<file path="src/rtl/imuldiv_mul_iter_param_pkg.sv">
// Shared constants for the iterative imuldiv units.
// state_t   : sequencing states, encoded IDLE=0, CALC=1, SIGN=2, DONE=3.
//             The iterative divider is expected to reuse this encoding.
// mux_sel_t : operand register update select (hold / load / shift).
package imuldiv_mul_iter_param_pkg;

  typedef enum logic [1:0] {
    ST_IDLE = 2'd0,
    ST_CALC = 2'd1,
    ST_SIGN = 2'd2,
    ST_DONE = 2'd3
  } state_t;

  typedef enum logic [1:0] {
    SEL_HOLD  = 2'd0,
    SEL_LOAD  = 2'd1,
    SEL_SHIFT = 2'd2
  } mux_sel_t;

endpackage

</file>
<file path="src/rtl/imuldiv_mul_iter_param_ctrl.sv">
// Control for the iterative shift-add multiplier: FSM and iteration counter.
// Ports:
//   clk, reset            : clock, synchronous active-high reset
//   mulreq_val/rdy        : request handshake (rdy only in IDLE)
//   mulresp_val/rdy       : response handshake (val only in DONE)
//   b_is_zero, b_lsb      : multiplier register status from the datapath
//   a_mux_sel, b_mux_sel  : operand register update select
//   result_en             : result register write enable
//   add_en                : accumulate a into result (else clear) when writing
//   sign_en               : apply conditional negation to result when writing
module imuldiv_mul_iter_param_ctrl
  import imuldiv_mul_iter_param_pkg::*;
#(
  parameter int unsigned W          = 32,
  parameter bit          EARLY_EXIT = 1'b1
) (
  input  logic     clk,
  input  logic     reset,
  input  logic     mulreq_val,
  output logic     mulreq_rdy,
  output logic     mulresp_val,
  input  logic     mulresp_rdy,
  input  logic     b_is_zero,
  input  logic     b_lsb,
  output mux_sel_t a_mux_sel,
  output mux_sel_t b_mux_sel,
  output logic     result_en,
  output logic     add_en,
  output logic     sign_en
);

  localparam int unsigned   CW   = $clog2(W) + 1;
  localparam logic [CW-1:0] LAST = CW'(W - 1);
  localparam logic [CW-1:0] ONE  = CW'(1);

  state_t        r_state;
  state_t        w_next;
  logic [CW-1:0] r_count;
  logic          w_fire;
  logic          w_early;
  logic          w_step;

  assign w_fire  = mulreq_val && (r_state == ST_IDLE);
  // With early exit, a zero multiplier ends CALC without touching the datapath.
  assign w_early = EARLY_EXIT && b_is_zero;
  assign w_step  = (r_state == ST_CALC) && !w_early;

  always_ff @(posedge clk) begin
    if (reset) begin
      r_state <= ST_IDLE;
      r_count <= '0;
    end else begin
      r_state <= w_next;
      if (w_fire)
        r_count <= '0;
      else if (w_step)
        r_count <= r_count + ONE;
    end
  end

  always_comb begin
    w_next = r_state;
    case (r_state)
      ST_IDLE: if (w_fire) w_next = ST_CALC;
      ST_CALC: if (w_early || (r_count == LAST)) w_next = ST_SIGN;
      ST_SIGN: w_next = ST_DONE;
      ST_DONE: if (mulresp_rdy) w_next = ST_IDLE;
      default: w_next = ST_IDLE;
    endcase
  end

  always_comb begin
    mulreq_rdy  = 1'b0;
    mulresp_val = 1'b0;
    a_mux_sel   = SEL_HOLD;
    b_mux_sel   = SEL_HOLD;
    result_en   = 1'b0;
    add_en      = 1'b0;
    sign_en     = 1'b0;
    case (r_state)
      ST_IDLE: begin
        mulreq_rdy = 1'b1;
        if (w_fire) begin
          a_mux_sel = SEL_LOAD;
          b_mux_sel = SEL_LOAD;
          result_en = 1'b1;
        end
      end
      ST_CALC: begin
        if (w_step) begin
          a_mux_sel = SEL_SHIFT;
          b_mux_sel = SEL_SHIFT;
          result_en = b_lsb;
          add_en    = b_lsb;
        end
      end
      ST_SIGN: begin
        result_en = 1'b1;
        sign_en   = 1'b1;
      end
      ST_DONE: mulresp_val = 1'b1;
      default: ;
    endcase
  end

endmodule

</file>
<file path="src/rtl/imuldiv_mul_iter_param.sv">
// Parametrised iterative shift-add multiplier (W x W -> 2W), signed or
// unsigned per request, with optional early termination on zero multiplier.
// Ports:
//   clk, reset                 : clock, synchronous active-high reset
//   mulreq_msg_a/b             : multiplicand / multiplier (W bits)
//   mulreq_msg_signed          : 1 = two's-complement operands and result
//   mulreq_val/rdy             : request handshake
//   mulresp_msg_result         : 2W-bit product, stable while in DONE
//   mulresp_val/rdy            : response handshake
module imuldiv_mul_iter_param
  import imuldiv_mul_iter_param_pkg::*;
#(
  parameter int unsigned W          = 32,
  parameter bit          EARLY_EXIT = 1'b1
) (
  input  logic           clk,
  input  logic           reset,
  input  logic [W-1:0]   mulreq_msg_a,
  input  logic [W-1:0]   mulreq_msg_b,
  input  logic           mulreq_msg_signed,
  input  logic           mulreq_val,
  output logic           mulreq_rdy,
  output logic [2*W-1:0] mulresp_msg_result,
  output logic           mulresp_val,
  input  logic           mulresp_rdy
);

  localparam logic [W-1:0]   ONE_W  = W'(1);
  localparam logic [2*W-1:0] ONE_2W = (2*W)'(1);

  logic [2*W-1:0] r_a;
  logic [W-1:0]   r_b;
  logic [2*W-1:0] r_result;
  logic           r_neg;

  logic [W-1:0]   w_abs_a;
  logic [W-1:0]   w_abs_b;
  logic           w_neg_a;
  logic           w_neg_b;
  mux_sel_t       w_a_mux_sel;
  mux_sel_t       w_b_mux_sel;
  logic           w_result_en;
  logic           w_add_en;
  logic           w_sign_en;
  logic           w_b_is_zero;
  logic           w_b_lsb;

  // Magnitudes; -2^(W-1) maps to 2^(W-1), which still fits in W unsigned bits.
  assign w_neg_a = mulreq_msg_signed && mulreq_msg_a[W-1];
  assign w_neg_b = mulreq_msg_signed && mulreq_msg_b[W-1];
  assign w_abs_a = w_neg_a ? (~mulreq_msg_a + ONE_W) : mulreq_msg_a;
  assign w_abs_b = w_neg_b ? (~mulreq_msg_b + ONE_W) : mulreq_msg_b;

  assign w_b_is_zero        = (r_b == '0);
  assign w_b_lsb            = r_b[0];
  assign mulresp_msg_result = r_result;

  always_ff @(posedge clk) begin
    if (reset) begin
      r_a      <= '0;
      r_b      <= '0;
      r_result <= '0;
      r_neg    <= 1'b0;
    end else begin
      case (w_a_mux_sel)
        SEL_LOAD: begin
          r_a   <= {{W{1'b0}}, w_abs_a};
          r_neg <= w_neg_a ^ w_neg_b;
        end
        SEL_SHIFT: r_a <= r_a << 1;
        default: ;
      endcase
      case (w_b_mux_sel)
        SEL_LOAD:  r_b <= w_abs_b;
        SEL_SHIFT: r_b <= r_b >> 1;
        default: ;
      endcase
      // A write that is neither sign nor add is the clear on request accept.
      if (w_result_en) begin
        if (w_sign_en)
          r_result <= r_neg ? (~r_result + ONE_2W) : r_result;
        else if (w_add_en)
          r_result <= r_result + r_a;
        else
          r_result <= '0;
      end
    end
  end

  imuldiv_mul_iter_param_ctrl #(
    .W          (W),
    .EARLY_EXIT (EARLY_EXIT)
  ) u_ctrl (
    .clk         (clk),
    .reset       (reset),
    .mulreq_val  (mulreq_val),
    .mulreq_rdy  (mulreq_rdy),
    .mulresp_val (mulresp_val),
    .mulresp_rdy (mulresp_rdy),
    .b_is_zero   (w_b_is_zero),
    .b_lsb       (w_b_lsb),
    .a_mux_sel   (w_a_mux_sel),
    .b_mux_sel   (w_b_mux_sel),
    .result_en   (w_result_en),
    .add_en      (w_add_en),
    .sign_en     (w_sign_en)
  );

endmodule

</file>
<file path="config.mk">
export PLATFORM = sky130hd
export DESIGN_NAME = imuldiv_mul_iter_param
export DESIGN_NICKNAME = d
export VERILOG_FILES = /design/src/rtl/imuldiv_mul_iter_param_pkg.sv /design/src/rtl/imuldiv_mul_iter_param_ctrl.sv /design/src/rtl/imuldiv_mul_iter_param.sv
export SDC_FILE = /design/constraint.sdc
export NUM_CORES = 1
export LEC_CHECK = 0
export ABC_AREA = 1
export CELL_PAD_IN_SITES_DETAIL_PLACEMENT = 0
export CELL_PAD_IN_SITES_GLOBAL_PLACEMENT = 1
export CORE_ASPECT_RATIO = 2
export CORE_MARGIN = 2
export CORE_UTILIZATION = 41
export CTS_CLUSTER_SIZE = 14
export DETAILED_ROUTE_END_ITERATION = 10
export PLACE_DENSITY = 0.91
export SYNTH_ARGS = -nofsm -noshare
export SYNTH_HDL_FRONTEND = slang
export SYNTH_SLANG_ARGS = --single-unit
</file>
<file path="constraint.sdc">
create_clock -name clk -period 2.91 [get_ports clk]
set_input_delay 0.582 -clock clk [delete_from_list [all_inputs] [get_ports clk]]
set_output_delay 0.582 -clock clk [all_outputs]
set_load 0.005 [all_outputs]
</file>
==> results.json, run 1 <==
{
  "synth-edff-count": 0,
  "coreArea_mm2": 0.0401,
  "antenna_found_initial": 6,
  "comb_power_share_pct": 69.0,
  "p_per_area_mw_per_mm2": 1110,
  "synthCells": 2980,
  "ys_seq_area_share_pct": 20.4,
  "syn_avg_cell_area_um2": 5.56,
  "finalWorstSetupSlack_ns": 0.0910,
  "vdd_drop_max_mv": 0.649,
  "worst_pin_slew_ns": 0.991,
  "ys_warn_count": 0,
  "die_x_um": 146,
  "ys.flop_type": "dfxtp_1",
  "grt_max_degree": 80,
  "port_buffers": 134,
  "yosysUniqueCellTypes": 55,
  "dp_hpwl_um": 68000,
  "status": "completed",
  "wl_um": 86000,
  "drtIter0Drc": 1321,
  "required_ns": 3.28,
  "postRouteAntennaNets": 0,
  "syn_nets": 3123,
  "layout_min_cycle_time_ns": 2.82,
  "vias": 20400,
  "cts-hold-fix-buffers": 0,
  "rsz0062_at_grt": "no",
  "drt_first_pass_iters": 7,
  "switching_share_pct": 56.8,
  "final_max_slew_viol_count": 0,
  "pwr-share-clk_pct": 11.4,
  "p_int_mw": 9.55,
  "cts_tree": "done",
  "wl_per_cell_um": 23.1,
  "grt_pass1_wl_um": 125000,
  "ctsHtreeMaxLevel": 4,
  "clock_skew_ns": 0.0118,
  "postCtsSetupRepairBufs": 0,
  "track_usage_pct": 40.9,
  "clkSlewWorstSetupHoldPaths_ns": 0.08,
  "drc": 0,
  "cp-start-kind": "register",
  "fin_nets": 3320,
  "post-route-period-util_pct": 96.9,
  "drive_gt1_share_pct": 8.18,
  "critical_path_class": "register to register",
  "layout_common_cells": "nand2_1, inv_1, nor2_1",
  "syn-cell-area_mm2": 0.0166,
  "dp_slack_ns": 0.0568,
  "slew_headroom_pct": 33.7,
  "clkLatencyLatePin_ns": 0.48,
  "cp-end-kind": "register",
  "place_congestion": 1.07,
  "synth_seq_cells": 169,
  "setup-violations-final": 0,
  "worstPathArrival_ns": 3.19,
  "power_switching_mw": 12.5,
  "grt_pass1_vias": 20200,
  "cts.sinks": 169,
  "power.leakage_nw": 10.1,
  "setup_tns_ns": 0,
  "start_util_pct": 41.3,
  "die_h_um": 288,
  "area_growth_pct": 20.1,
  "ios": 135,
  "die_area_mm2": 0.0421,
  "p_seq_share_pct": 19.6,
  "vias_per_cell": 5.48,
  "fmax_mhz": 355,
  "hold_path.class": "register to register",
  "cts_root_buf": "clkbuf_16",
  "clockBufferDepth": 2,
  "mostFrequentLayoutCell": "nand2_1",
  "synthArstFlopShare_pct": 0,
  "critPathMaxFanout": 4,
  "maxCapViolations": 0,
  "numCtsBuffers": 17,
  "num_rows": 104,
  "hold_viol": 0,
  "grt-ovfl-total": 0
}
## cell type report
type	count	area (um^2)
Tap cell	530	663
Inverter	521	1960
Antenna cell	4	10.0
Clock buffer	18	429
Sequential cell	169	3380
Clock inverter	14	176
Timing Repair Buffer	252	2330
Fill cell	4396	20200
Multi-Input combinational cell	2216	11000
## critical path: stages, from the launching register on
cell,delay [ns]
dfxtp_1,0.48
buf_4,0.28
nor2_1,0.20
nand3_1,0.20
nor2_1,0.24
nand2_1,0.12
nor3_2,0.64
xor2_2,0.27
a21oi_1,0.20
a21oi_1,0.08
## metrics by stage
step | cell area, um^2 | std cells | utilization [%] | hold WS (ns) | total power, mW
floorplan | 16600 | 2980 | - | 0.421 | 12.3
global placement | 19200 | 3688 | 48.0 | 0.430 | 18.6
detailed placement | 19200 | 3688 | 48.0 | 0.440 | 18.8
CTS | 19800 | 3720 | 49.5 | 0.451 | 21.3
global route | 19900 | 3722 | 49.7 | 0.481 | 23.3
finish | 19900 | 3724 | 49.7 | 0.452 | 22.1
## final timing paths
kind | startpoint | to | slack, ns | cells after the start
worst max-delay path | mulresp_msg_result[30] | mulresp_msg_result[36] | 0.09 | 9
worst min-delay path | u_ctrl.r_count[4] | u_ctrl.r_count[4] | 0.45 | 2
worst max register to register | mulresp_msg_result[30] | mulresp_msg_result[36] | 0.09 | 9
worst min register to register | u_ctrl.r_count[4] | u_ctrl.r_count[4] | 0.45 | 2
## synthesized netlist by cell type, types with 4 or more instances
| cell | instances | share of area (%) |
|---|---|---|
| o211ai_1 | 13 | 0.59 |
| nor2_2 | 19 | 0.72 |
| o221ai_1 | 16 | 0.85 |
| a22oi_1 | 39 | 1.8 |
| inv_1 | 508 | 12 |
| clkbuf_1 | 41 | 0.93 |
| nand3_1 | 164 | 5.0 |
| buf_6 | 4 | 0.27 |
| nor2_1 | 380 | 8.6 |
| dfxtp_1 | 169 | 20 |
| or2_2 | 20 | 0.76 |
| ha_1 | 73 | 5.5 |
| nand3b_1 | 10 | 0.45 |
| o21ai_1 | 5 | 0.15 |
| nor3_2 | 5 | 0.30 |
| buf_2 | 22 | 0.66 |
| xor2_1 | 31 | 1.6 |
| inv_2 | 11 | 0.25 |
| xnor2_1 | 12 | 0.63 |
| nand4_1 | 29 | 1.1 |
| nand3_2 | 7 | 0.42 |
| a211oi_1 | 4 | 0.18 |
| o21bai_1 | 4 | 0.18 |
| o221a_2 | 6 | 0.41 |
| nor2_4 | 5 | 0.34 |
| a221oi_1 | 7 | 0.37 |
| nor3_1 | 37 | 1.1 |
| a21oi_1 | 232 | 7.0 |
| nor4_1 | 6 | 0.23 |
| nand2_2 | 13 | 0.49 |
| nand2_1 | 874 | 20 |
| clkbuf_2 | 4 | 0.12 |
| o21ai_0 | 171 | 5.2 |
## metal layers
metal	track usage (%)	vias to the layer above	wire, um
li1	-	9850	-
met1	34.3	9220	26200
met2	72.0	913	41700
met3	11.7	420	5770
met4	46.9	4	12300
met5	0	-	28
## registers in the layout, indices dropped and copies added, names as in the netlist
register	flops
r_a	64
r_b	32
u_ctrl.r_state	2
u_ctrl.r_count	6
r_neg	1
mulresp_msg_result	64
## logic make-up (layout without fill, tap and decap cells)
kind of cell             count (synthesis)  in the layout  synth area share [%]
XOR/XNOR                                43             43                  2.27
buffers and inverters                  595            805                  13.9
other                                    0              4                     0
AO/OA/AOI/OAI                          511            511                  17.3
AND/OR/NAND/NOR                       1588           1588                  40.5
adder cells (fa/ha/maj)                 74             74                  5.63
flip-flops                             169            169                  20.4
## timing repair
item,in CTS,in global routing
endpoints found under the setup margin,0,24
gates resized for setup,0,11
endpoints found under the hold margin,0,0
## power by group through the flow
stage / sequential [mW] / clock [mW] / combinational, mW
after floorplan: 4.03 / 0 / 8.28
after global placement: 4.26 / 0 / 14.4
after detailed placement: 4.28 / 0 / 14.5
after CTS: 4.23 / 2.53 / 14.6
after global routing: 4.37 / 2.62 / 16.3
final: 4.34 / 2.52 / 15.2
Power figures use the tool's default switching activity.
==> run 2: changes to the inputs <==
HOLD_SLACK_MARGIN = 0.1   (was not set)
==> results of run 2 <==
No change in the layout: final DEF, timing and power equal those of run 1.
==> run 3: changes to the inputs <==
ABC_CLOCK_PERIOD_IN_PS = 2910   (was not set)
CTS_CLUSTER_DIAMETER = 60   (was not set)
RECOVER_POWER = 25   (was not set)
==> results.json, run 3 (same netlist as run 1, synthesis figures left out) <==
{
  "setup_tns_ns": 0,
  "rsz0062_at_grt": "no",
  "track_usage_pct": 40.9,
  "hold_viol": 0,
  "ctsHtreeMaxLevel": 4,
  "reg2regPathDepth": 9,
  "path_cells": "clkbuf_1 -> nor2_1 -> nand2_1 -> nor2_1 -> nand2_1 -> nor2_1 -> nand3_1 -> a21oi_1 -> a21oi_1",
  "fin_nets": 3320,
  "path_depth": 9,
  "dp_hpwl_um": 68000,
  "cp-endpoint": "mulresp_msg_result[55]",
  "drive_gt1_share_pct": 7.27,
  "cts-hold-fix-buffers": 0,
  "drt_first_pass_iters": 6,
  "hold_path.class": "register to register",
  "clkLatencyLatePin_ns": 0.48,
  "place_congestion": 1.07,
  "final-instance-count-excl-fill": 3725,
  "die_area_mm2": 0.0421,
  "vdd_drop_max_mv": 0.574,
  "die_h_um": 288,
  "worst_pin_slew_ns": 1.04,
  "vias": 20400,
  "numCtsBuffers": 17,
  "start_util_pct": 41.3,
  "area_growth_pct": 19.5,
  "critPathMaxFanout": 5,
  "r2r_end": "mulresp_msg_result[55]",
  "fillCellCount": 4424,
  "multiInputGateArea_mm2": 0.0110,
  "slew_headroom_pct": 30.6,
  "r2r_slack_ns": 0.04,
  "worstPathArrival_ns": 3.22,
  "grt_pass1_wl_um": 125000,
  "clkSlewWorstSetupHoldPaths_ns": 0.08,
  "maxCapViolations": 0,
  "layout_common_cells": "nand2_1, inv_1, nor2_1",
  "post-route-period-util_pct": 98.5,
  "coreArea_mm2": 0.0401,
  "cp-start-kind": "register",
  "max_stage_delay_ns": 0.84,
  "wl_per_cell_um": 23.1,
  "setup-violations-final": 0,
  "dp.cells": 3688,
  "fmax_mhz": 349,
  "cts_resized": 0,
  "wl_um": 86000,
  "cts_tree": "done",
  "grt_max_degree": 80,
  "path_buf_inv": 1,
  "rr_startpoint": "mulresp_msg_result[40]",
  "num_rows": 104,
  "grt_pass1_vias": 20200,
  "postCtsSetupRepairBufs": 0,
  "clockBufferDepth": 2,
  "p_per_area_mw_per_mm2": 1110,
  "slowest_stage": "nor2_1",
  "drc": 0,
  "antenna_found_initial": 6,
  "drtIter0Drc": 1378,
  "clock_skew_ns": 0.0111,
  "mostFrequentLayoutCell": "nand2_1",
  "ios": 135,
  "status": "completed",
  "grt-ovfl-total": 0,
  "required_ns": 3.27,
  "vias_per_cell": 5.47,
  "critPathLaunch": "mulresp_msg_result[40]",
  "power.leakage_nw": 10.0,
  "port_buffers": 134,
  "die_x_um": 146,
  "power_mw": 21.9,
  "layout_min_cycle_time_ns": 2.87,
  "path_delay_family": "simple AND/OR/NAND/NOR gates",
  "final_max_slew_viol_count": 0,
  "postRouteAntennaNets": 0,
  "critical_path_class": "register to register",
  "cts_root_buf": "clkbuf_16",
  "register_area_mm2": 0.00338,
  "cts.sinks": 169,
  "cp_common_cell": "nor2_1",
  "cp-end-kind": "register"
}
-- run 3: changes by cell type in the layout (fill, tap and decap cells not counted), sizes merged --
cell           before  now
buf               119   92
clkbuf             18   45
clkdlybuf4s50     133  115
diode               4    5
dlygate4sd3         0   18
-- run 3: worst min-delay path: stages, from the launching register on --
cell and delay [ns]:
dfxtp_1 0.31, inv_1 0.05, a21oi_1 0.05
-- run 3: power by group --
| part | total, mW | internal, mW | switching (mW) |
|---|---|---|---|
| Sequential | 4.32 | 3.21 | 1.12 |
| Clock | 2.52 | 1.31 | 1.21 |
| Combinational | 15.0 | 4.82 | 10.2 |
-- run 3: final cells by class --
class | count | share of cell area [%]
Antenna cell | 5 | 0.0632
Tap cell | 530 | 3.35
Multi-Input combinational cell | 2216 | 55.3
Sequential cell | 169 | 17.1
Clock inverter | 14 | 0.891
Inverter | 521 | 9.88
Timing Repair Buffer | 252 | 11.2
Clock buffer | 18 | 2.17
-- run 3: worst min-delay path by stage --
stage	startpoint	end	slack, ns	depth (start not counted)
after floorplan	u_ctrl.r_count[4]	u_ctrl.r_count[4]	0.42	2
after global placement	u_ctrl.r_count[4]	u_ctrl.r_count[4]	0.43	2
after detailed placement	u_ctrl.r_count[4]	u_ctrl.r_count[4]	0.44	2
after CTS	u_ctrl.r_count[4]	u_ctrl.r_count[4]	0.45	2
after global routing	u_ctrl.r_count[4]	u_ctrl.r_count[4]	0.48	2
final	u_ctrl.r_count[4]	u_ctrl.r_count[4]	0.45	2
-- run 3: metrics by stage --
step	setup WS (ns)	instance area, um^2	hold WS, ns	utilization (%)
2_1_floorplan	0.565	16600	0.421	-
3_3_place_gp	0.0823	19200	0.430	48.0
3_5_place_dp	0.0568	19200	0.440	48.0
4_1_cts	0.0736	19800	0.451	49.5
5_1_grt	0.0109	19800	0.481	49.4
6_report	0.0434	19800	0.450	49.4
-- run 3: metal layers --
metal | global-route usage [%] | up-vias | routed length, um
met2 | 72.0 | 927 | 41500
met1 | 34.3 | 9177 | 25800
met4 | 46.9 | 4 | 12600
met5 | 0 | - | 26
li1 | - | 9863 | -
met3 | 11.7 | 423 | 6090
